### config.mk
export PLATFORM = sky130hd
export DESIGN_NAME = wb_arbiter
export DESIGN_NICKNAME = d
export VERILOG_FILES = /design/src/rtl/wb_pkg.sv /design/src/rtl/wb_arbiter_rr_pick.sv /design/src/rtl/wb_arbiter.sv
export SDC_FILE = /design/constraint.sdc
export NUM_CORES = 1
export LEC_CHECK = 0
export BUFFER_PORTS_ARGS = -buffer_cell sky130_fd_sc_hd__buf_2
export CORE_UTILIZATION = 40
export CTS_BUF_LIST = sky130_fd_sc_hd__clkbuf_4 sky130_fd_sc_hd__clkbuf_8
export DETAILED_ROUTE_END_ITERATION = 6
export PLACE_DENSITY = 0.8
export SLEW_MARGIN = 0
export SYNTH_ARGS = -nofsm -noshare
export SYNTH_HDL_FRONTEND = slang
export SYNTH_SLANG_ARGS = --single-unit
### constraint.sdc
create_clock -name clk -period 4.8 [get_ports clk]
set_input_delay 0.24 -clock clk [delete_from_list [all_inputs] [get_ports clk]]
set_output_delay 0.24 -clock clk [all_outputs]
set_load 0.02 [all_outputs]
### src/rtl/wb_pkg.sv
// Shared Wishbone definitions for the MAC control-port arbiter.
package wb_pkg;

  localparam int unsigned WB_ADDR_W = 2;
  localparam int unsigned WB_DATA_W = 8;

  typedef enum logic [1:0] {
    ST_IDLE,
    ST_OWN,
    ST_ABORT
  } wb_state_e;

  // Index reached by stepping off places past base, wrapping modulo n.
  function automatic int unsigned rr_next(input int unsigned base, input int unsigned off,
                                          input int unsigned n);
    return (base + off) % n;
  endfunction

endpackage

### src/rtl/wb_arbiter_rr_pick.sv
// Combinational round-robin selector: first requester after last_owner, wrapping.
module rr_pick
  import wb_pkg::*;
#(
  parameter int unsigned NUM_REQ = 2,
  parameter int unsigned IDX_W   = (NUM_REQ > 1) ? $clog2(NUM_REQ) : 1
) (
  input  logic [NUM_REQ-1:0] req,
  input  logic [IDX_W-1:0]   last_owner,
  output logic               valid,
  output logic [NUM_REQ-1:0] pick,
  output logic [IDX_W-1:0]   idx
);

  logic [IDX_W-1:0] cand;

  // Scan from the farthest offset down so the nearest requester wins last.
  always_comb begin
    valid = 1'b0;
    pick  = '0;
    idx   = '0;
    cand  = '0;
    for (int off = NUM_REQ; off >= 1; off--) begin
      cand = IDX_W'(rr_next(32'(last_owner), 32'(off), NUM_REQ));
      if (req[cand]) begin
        valid      = 1'b1;
        pick       = '0;
        pick[cand] = 1'b1;
        idx        = cand;
      end
    end
  end

endmodule

### src/rtl/wb_arbiter.sv
// Round-robin pipelined Wishbone arbiter in front of the MAC control slave.
// Bounds outstanding strobes and aborts the owner with err on a hung slave.
module wb_arbiter
  import wb_pkg::*;
#(
  parameter int unsigned NUM_MASTERS = 2,
  parameter int unsigned MAX_OUT     = 4,
  parameter int unsigned TIMEOUT     = 255
) (
  input  logic                             clk,
  input  logic                             rstn,
  input  logic [NUM_MASTERS-1:0]           i_m_cyc,
  input  logic [NUM_MASTERS-1:0]           i_m_stb,
  input  logic [NUM_MASTERS-1:0]           i_m_we,
  input  logic [WB_ADDR_W*NUM_MASTERS-1:0] i_m_addr,
  input  logic [WB_DATA_W*NUM_MASTERS-1:0] i_m_data,
  output logic [NUM_MASTERS-1:0]           o_m_ack,
  output logic [NUM_MASTERS-1:0]           o_m_stall,
  output logic [NUM_MASTERS-1:0]           o_m_err,
  output logic [WB_DATA_W-1:0]             o_m_data,
  output logic [NUM_MASTERS-1:0]           o_grant,
  output logic                             o_s_cyc,
  output logic                             o_s_stb,
  output logic                             o_s_we,
  output logic [WB_ADDR_W-1:0]             o_s_addr,
  output logic [WB_DATA_W-1:0]             o_s_data,
  input  logic                             i_s_ack,
  input  logic                             i_s_stall,
  input  logic [WB_DATA_W-1:0]             i_s_data
);

  localparam int unsigned IDX_W = $clog2(NUM_MASTERS);
  localparam int unsigned OUT_W = $clog2(MAX_OUT + 1);
  localparam int unsigned TMR_W = $clog2(TIMEOUT + 1);

  wb_state_e              state_q;
  logic [NUM_MASTERS-1:0] grant_q;
  logic [IDX_W-1:0]       last_owner_q;
  logic [OUT_W-1:0]       outstanding_q, outstanding_d;
  logic [TMR_W-1:0]       timer_q, timer_d;
  logic [NUM_MASTERS-1:0] err_q;

  logic                   pick_valid;
  logic [NUM_MASTERS-1:0] pick_onehot;
  logic [IDX_W-1:0]       pick_idx;

  logic                   owner_cyc, owner_stb, owner_we;
  logic [WB_ADDR_W-1:0]   owner_addr;
  logic [WB_DATA_W-1:0]   owner_data;
  logic                   full, accept, timeout_hit;

  rr_pick #(
    .NUM_REQ (NUM_MASTERS),
    .IDX_W   (IDX_W)
  ) u_pick (
    .req        (i_m_cyc),
    .last_owner (last_owner_q),
    .valid      (pick_valid),
    .pick       (pick_onehot),
    .idx        (pick_idx)
  );

  // Select the current owner's request signals (last_owner doubles as owner index).
  always_comb begin
    owner_cyc  = 1'b0;
    owner_stb  = 1'b0;
    owner_we   = 1'b0;
    owner_addr = '0;
    owner_data = '0;
    for (int m = 0; m < NUM_MASTERS; m++) begin
      if (last_owner_q == IDX_W'(m)) begin
        owner_cyc  = i_m_cyc[m];
        owner_stb  = i_m_stb[m];
        owner_we   = i_m_we[m];
        owner_addr = i_m_addr[m*WB_ADDR_W +: WB_ADDR_W];
        owner_data = i_m_data[m*WB_DATA_W +: WB_DATA_W];
      end
    end
  end

  assign full = (outstanding_q == OUT_W'(MAX_OUT));

  // Slave-side pass-through and owner ack/stall routing; quiet unless owning.
  always_comb begin
    o_s_cyc   = 1'b0;
    o_s_stb   = 1'b0;
    o_s_we    = 1'b0;
    o_s_addr  = '0;
    o_s_data  = '0;
    o_m_ack   = '0;
    o_m_stall = '1;
    if (state_q == ST_OWN) begin
      o_s_cyc  = owner_cyc;
      o_s_stb  = owner_stb & ~full;
      o_s_we   = owner_we;
      o_s_addr = owner_addr;
      o_s_data = owner_data;
      for (int m = 0; m < NUM_MASTERS; m++) begin
        if (last_owner_q == IDX_W'(m)) begin
          o_m_stall[m] = i_s_stall | full;
          o_m_ack[m]   = i_s_ack;
        end
      end
    end
  end

  assign accept   = o_s_stb & ~i_s_stall;
  assign o_m_data = i_s_data;
  assign o_grant  = grant_q;
  assign o_m_err  = err_q;

  // Outstanding counter and hang timer next-state (applied only while owning).
  always_comb begin
    outstanding_d = outstanding_q;
    if (accept && !i_s_ack) begin
      outstanding_d = outstanding_q + 1'b1;
    end else if (!accept && i_s_ack && (outstanding_q != '0)) begin
      outstanding_d = outstanding_q - 1'b1;
    end

    timer_d = timer_q;
    if (i_s_ack || (outstanding_q == '0)) begin
      timer_d = '0;
    end else if (timer_q != '1) begin
      timer_d = timer_q + 1'b1;
    end

    timeout_hit = (outstanding_q != '0) && !i_s_ack && (timer_q == TMR_W'(TIMEOUT - 1));
  end

  // Arbitration FSM with registered grant and error pulse.
  always_ff @(posedge clk or negedge rstn) begin
    if (!rstn) begin
      state_q       <= ST_IDLE;
      grant_q       <= '0;
      last_owner_q  <= IDX_W'(NUM_MASTERS - 1);
      outstanding_q <= '0;
      timer_q       <= '0;
      err_q         <= '0;
    end else begin
      err_q <= '0;
      case (state_q)
        ST_IDLE: begin
          if (pick_valid) begin
            state_q       <= ST_OWN;
            grant_q       <= pick_onehot;
            last_owner_q  <= pick_idx;
            outstanding_q <= '0;
            timer_q       <= '0;
          end
        end
        ST_OWN: begin
          if (!owner_cyc) begin
            // Master released the bus; pending acks are abandoned.
            state_q       <= ST_IDLE;
            grant_q       <= '0;
            outstanding_q <= '0;
            timer_q       <= '0;
          end else if (timeout_hit) begin
            state_q       <= ST_ABORT;
            err_q         <= grant_q;
            outstanding_q <= '0;
            timer_q       <= '0;
          end else begin
            outstanding_q <= outstanding_d;
            timer_q       <= timer_d;
          end
        end
        ST_ABORT: begin
          if (!owner_cyc) begin
            state_q <= ST_IDLE;
            grant_q <= '0;
          end
        end
        default: begin
          state_q <= ST_IDLE;
          grant_q <= '0;
        end
      endcase
    end
  end

endmodule

==> run_results.csv, run 1 <==
group,metric,value,unit
status,status,"completed",
synth,syn-instance-count,154,
cells_and_area,diodes,0,
setup_path,crit_chain,"mux2i_4 -> nor4_1 -> fa_1 -> nor2_1 -> nor4b_2 -> a31oi_1 -> or4b_1 -> o21ai_1",
floorplanning,num_rows,21,
drt,drc,0,
synth,synth.cell_area,1420,um^2
placed_design,place.detailed.hpwl,2.22,mm
synth,synth_cell_type_count,50,
synth,async_flop_share,100,%
sta,rsz0062_at_grt,"false",
setup_path,start_kind,"flop",
sta,setup_tns,0,ps
drt,avgViaCountPerCell,4.91,
drt,via_count,1188,
setup_path,crit_fanout,19,
drt,drt-total-wl,2.82,mm
floorplanning,num_io_pins,67,
drt,wire_per_inst,11.6,um
sta,drv_slew,0,
clock_tree,cts_resized,0,
cells_and_area,fin_nets,241,
synth,ys_seq_area_share,31.8,%
setup_path,reg2reg_depth,8,
sta,slew_headroom,62.9,%
setup_path,slowest_stage,"dfstp_2",
sta,finalHoldViolations,0,
synth,synth_area_leader_cell,"dfrtp_1",
cells_and_area,fillCellCount,353,
synth,synth.top_cells.by_count,"dfrtp_1 (17), mux2i_1 (14), nor2_1 (13), nand2_1 (11), nor2b_1 (11)",
synth,yosys_warnings,0,
setup_path,critPathBufInv,0,
floorplanning,dieArea,3790,um^2
floorplanning,die_width,61.6,um
grt,grt_pass1_vias,1091,
power,vdd_ir_drop_max,0.269,mV
grt,antenna_found_initial,0,
synth,synth_nets,198,
grt,grt_pass1_wl,4.55,mm
sta,fin_skew,1.58,ps
grt,grt_start_max_net_pins,20,
sta,fmax,0.368,GHz
setup_path,critPathCaptureType,"flop",
drt,drtIter0Drc,26,
placed_design,gp_congestion,0.790,
floorplanning,initial_core_util,42.2,%
synth,synthTopCellsByArea,"dfrtp_1 (30%), mux2i_1 (9.9%), nor2b_1 (4.9%)",
cells_and_area,seqCellArea,452,um^2
drt,drt_pre_antenna_iters,4,
power,power_leakage,0.839,nW
setup_path,cp.arrival,2950,ps
setup_path,criticalPathCategory,"reg -> reg",
floorplanning,die_h,61.6,um
sta,setup_viol,0,
sta,min_period,2720,ps
clock_tree,cts_tree,"yes",
clock_tree,numClockSinks,18,
clock_tree,htree_levels,1,
power,powerDensity,466,nW/um^2
min_path,hold_path_class,"in -> reg",
setup_path,critPathMaxStageDelay,850,ps
sta,tightest_slew,555,ps
synth,syn_area_per_cell,9.21,um^2
grt,gr-total-overflow,0,
setup_path,cp.required,5030,ps
synth,synth_edf_count,0,
clock_tree,cts_made_buffers,3,
clock_tree,path_clk_slew,100,ps
cells_and_area,drive_above_1_share,32.7,%
cells_and_area,syn_to_final_growth,18.8,%
synth,synth_most_common_cell,"dfrtp_1",
synth,synth_ff_type,"dfrtp_1",
sta,timing.final.crit_share,56.7,%
synth,synth_seq_cells,18,
floorplanning,coreArea,3360,um^2
placed_design,io_buffer_count,50,
min_path,holdPathStages,3,
clock_tree,cts_buffer_depth,2,
grt,gr-usage-all-layers,16.1,%
cells_and_area,multi_input_area,837,um^2
job,maxCapViolations,0,
setup_path,crit_family,"simple AND/OR/NAND/NOR gates",
synth,yosysTopAreaCellShare,30.0,%
clock_tree,insertion_delay,290,ps
setup_path,cp.depth,8,
clock_tree,cts-root-buf,"clkbuf_4",
power,power.total,785,uW
drt,antenna_left,0,
kinds of logic after synthesis:
group	synth area share, %
and+or+nand+nor	26.1
AOI/OAI and AO/OA	10.1
muxes	12.5
xor gates and xnor gates	3.09
buffers and inverters	9.17
adders and majority gates	7.23
DFF	31.8
cell type report:
cell class                      count  area share (%)
Clock buffer                        4            2.15
Inverter                           11            2.52
Multi-Input combinational cell    112            49.7
Sequential cell                    18            26.8
Tap cell                           46            3.41
Timing Repair Buffer               51            15.4
power breakdown:
| group | leakage, nW | internal (mW) | total, mW | switching (mW) |
|---|---|---|---|---|
| Combinational | 0.574 | 0.198 | 0.467 | 0.269 |
| Sequential | 0.243 | 0.177 | 0.224 | 0.0462 |
| Clock | 0.0210 | 0.0462 | 0.0947 | 0.0485 |
| Total | 0.839 | 0.422 | 0.785 | 0.363 |
worst reg2reg max path, cell delays in order (launching register included):
cell and delay, ps:
dfstp_2 850, mux2i_4 370, nor4_1 100, fa_1 410, nor2_1 90, nor4b_2 190
a31oi_1 80, or4b_1 480, o21ai_1 80
final timing paths:
path | start | endpoint | slack, ps
max | last_owner_q | outstanding_q[2] | 2080
min | i_m_cyc[1] | last_owner_q | 240
max reg2reg | last_owner_q | outstanding_q[2] | 2080
min reg2reg | timer_q[5] | timer_q[5] | 550
max in group asynchronous | rstn | last_owner_q | 4100
min in group asynchronous | rstn | timer_q[5] | 390
cells in the final DEF (no fill, tap or decap), types with 2 or more instances in the layout:
cell type / synthesis / routed
buf_2: 1 / 50
dfrtp_1: 17 / 17
mux2i_1: 14 / 14
nor2_1: 13 / 13
nand2_1: 11 / 11
nor2b_1: 11 / 11
inv_1: 10 / 10
a21oi_1: 5 / 5
ha_1: 5 / 5
o21ai_0: 4 / 4
nor3b_1: 3 / 3
and2_1: 3 / 3
and3_1: 3 / 3
o22ai_1: 3 / 3
xor2_1: 3 / 3
clkbuf_4: 0 / 3
nand2b_1: 2 / 2
nor4_1: 2 / 2
nand3_1: 2 / 2
xnor2_1: 2 / 2
maj3_1: 2 / 2
registers in the layout (all words and copies together), names as in the netlist:
| register | count |
|---|---|
| o_grant | 2 |
| outstanding_q | 3 |
| last_owner_q | 1 |
| state_q | 2 |
| o_m_err | 2 |
| timer_q | 8 |
what timing repair did:
action | in CTS | in global routing
hold endpoints to repair | 17 | 0
hold buffers | 1 | 0
buffers inserted | 0 | 0
per-stage QoR:
step,instances,utilization [%],instance area [um^2],worst slack [ps],hold slack (ps)
2_1_floorplan,154,-,1420,2490,-55.6
3_3_place_gp,237,48.7,1640,2190,190
3_5_place_dp,237,48.7,1640,2110,193
4_1_cts,242,50.1,1690,2090,240
5_1_grt,242,50.1,1690,1910,287
6_report,242,50.1,1690,2080,243
routing by layer:
| metal | share of wire (%) | vias up | track usage, % | wire length [um] |
|---|---|---|---|---|
| met1 | 44 | 556 | 19.8 | 1250 |
| met3 | 3.1 | 2 | 1.89 | 88 |
| li1 | - | 608 | - | - |
| met4 | 1.0 | 0 | 6.98 | 29 |
| met2 | 51 | 22 | 28.4 | 1450 |
| met5 | 0 | - | 0 | 0 |
(Power assumes the default switching activity.)
==> run 2, diff against run 1 <==
--- a/config.mk
+++ b/config.mk
@@ -9,7 +9,7 @@
 export CORE_UTILIZATION = 40
 export CTS_BUF_LIST = sky130_fd_sc_hd__clkbuf_4 sky130_fd_sc_hd__clkbuf_8
 export DETAILED_ROUTE_END_ITERATION = 6
-export PLACE_DENSITY = 0.8
+export PLACE_DENSITY = 0.83
 export SLEW_MARGIN = 0
 export SYNTH_ARGS = -nofsm -noshare
 export SYNTH_HDL_FRONTEND = slang
==> constraint.sdc (replaced) <==
create_clock -name clk -period 2.3 [get_ports clk]
set_input_delay 0.115 -clock clk [delete_from_list [all_inputs] [get_ports clk]]
set_output_delay 0.115 -clock clk [all_outputs]
set_load 0.02 [all_outputs]
==> run_results.csv, run 2 (same netlist as run 1, synthesis figures left out) <==
group,metric,value,unit
drt,wire_per_inst,11.7,um
drt,drtIter0Drc,31,
grt,use_met2,29.0,%
sta,setup_ws,39.3,ps
sta,drv_slew,0,
drt,antenna_left,0,
status,status,"completed",
floorplanning,num_rows,21,
sta,fmax,0.442,GHz
setup_path,crit_chain,"mux2i_4 -> nor4_2 -> fa_2 -> nor2_1 -> nor4b_2 -> a31oi_1 -> or4b_1 -> o21ai_1",
setup_path,crit_fanout,2,
setup_path,criticalPathCategory,"reg -> reg",
setup_path,critPathMaxStageDelay,580,ps
min_path,hold_path_class,"in -> reg",
setup_path,crit_family,"simple AND/OR/NAND/NOR gates",
setup_path,cp.required,2530,ps
drt,drt_pre_antenna_iters,4,
setup_path,cp.arrival,2490,ps
clock_tree,numClockSinks,18,
power,powerDensity,976,nW/um^2
setup_path,critPathBufInv,0,
floorplanning,num_io_pins,67,
grt,antenna_found_initial,0,
grt,use_met1,21.7,%
placed_design,gp_congestion,0.835,
cells_and_area,diodes,0,
power,power_leakage,0.872,nW
sta,tightest_slew,477,ps
sta,hold_slack,133,ps
grt,use_met3,2.73,%
power,vdd_ir_drop_max,0.500,mV
sta,timing.final.crit_share,98.3,%
placed_design,post-place-ws,50.2,ps
cells_and_area,top_register,"timer_q",
floorplanning,coreArea,3360,um^2
drt,drt-total-wl,2.91,mm
sta,setup_viol,0,
clock_tree,cts_made_buffers,3,
sta,finalHoldViolations,0,
sta,rsz0062_at_grt,"true",
cells_and_area,multi_input_area,851,um^2
floorplanning,die_h,61.6,um
floorplanning,initial_core_util,42.2,%
setup_path,reg2reg_depth,8,
cells_and_area,fin_util,51.9,%
cells_and_area,final_cell_mix,"buf_2 (50), dfrtp_1 (17), mux2i_1 (14)",
sta,min_period,2260,ps
power,power.total,1.70,mW
grt,gr-total-overflow,0,
grt,grt_pass1_vias,1209,
placed_design,place.detailed.hpwl,2.34,mm
cells_and_area,largest_reg_flops,8,
cells_and_area,drive_above_1_share,36.1,%
setup_path,critPathCaptureType,"flop",
min_path,holdPathStages,3,
setup_path,cp.depth,8,
drt,drc,0,
drt,via_count,1230,
clock_tree,cts-root-buf,"clkbuf_4",
grt,top_usage_layer,"met2",
cells_and_area,fillCellCount,336,
clock_tree,path_clk_slew,110,ps
grt,gr-usage-all-layers,17.4,%
cells_and_area,fin_nets,247,
cells_and_area,final_common_cell,"buf_2",
drt,avgViaCountPerCell,4.96,
grt,grt_pass1_wl,4.93,mm
clock_tree,cts_buffer_depth,2,
sta,slew_headroom,68.1,%
job,maxCapViolations,0,
sta,fin_skew,6.93,ps
clock_tree,insertion_delay,300,ps
setup_path,start_kind,"flop",
cells_and_area,reg_top3,"timer_q (8), outstanding_q (3)",
cells_and_area,syn_to_final_growth,22.9,%
clock_tree,cts_tree,"yes",
placed_design,io_buffer_count,50,
grt,grt_start_max_net_pins,19,
clock_tree,htree_levels,1,
setup_path,slowest_stage,"dfstp_2",
cells_and_area,seqCellArea,452,um^2
floorplanning,die_width,61.6,um
floorplanning,dieArea,3790,um^2
==> run 2: cell count changes in the layout (fill, tap and decap cells not counted), sizes merged <==
cell / previous run / this run
buf: 50 / 56
==> run 2: layout make-up <==
class | count | share of cell area, %
multi-input combinational | 112 | 48.8
sequential | 18 | 25.9
timing repair buffer | 57 | 17.5
tap | 46 | 3.30
inverter | 11 | 2.44
clock buffer | 4 | 2.08
==> run 2: repair_timing <==
item                                    CTS  global route
endpoints found under the setup margin    0             1
hold endpoints to repair                 17             0
gates resized for setup                   0             2
hold buffers                              1             0
setup buffers                             0             1
==> run 2: per-layer routing <==
metal / vias to the layer above / part of all wire, %
met5: - / 0
met4: 0 / 1.6
met3: 6 / 2.1
met2: 20 / 51
met1: 580 / 45
li1: 624 / -
==> run 2: path summary, 6_finish.rpt <==
check	from	end	slack [ps]
worst max-delay path	last_owner_q	outstanding_q[2]	40
worst min-delay path	i_m_cyc[1]	last_owner_q	130
worst max register to register	last_owner_q	outstanding_q[2]	40
worst min register to register	timer_q[5]	timer_q[5]	540
max in group asynchronous	rstn	last_owner_q	1710
min in group asynchronous	rstn	outstanding_q[0]	270
==> run 2: tightest hold or removal path: stages <==
cell and delay, ps:
buf_2 130, nand2_1 80, o21ai_0 100
==> run 2: power by group <==
part	switching [mW]	internal (mW)	leakage [nW]
clock	0.100	0.0965	0.0210
sequential	0.0429	0.369	0.243
combinational	0.638	0.456	0.608
==> run 2: stage by stage <==
| step | TNS (ps) | instance area (um^2) | cells |
|---|---|---|---|
| floorplan | 0 | 1420 | 154 |
| global placement | 0 | 1680 | 242 |
| detailed placement | 0 | 1680 | 242 |
| CTS | 0 | 1730 | 247 |
| global route | -20.2 | 1740 | 248 |
| finish | 0 | 1740 | 248 |
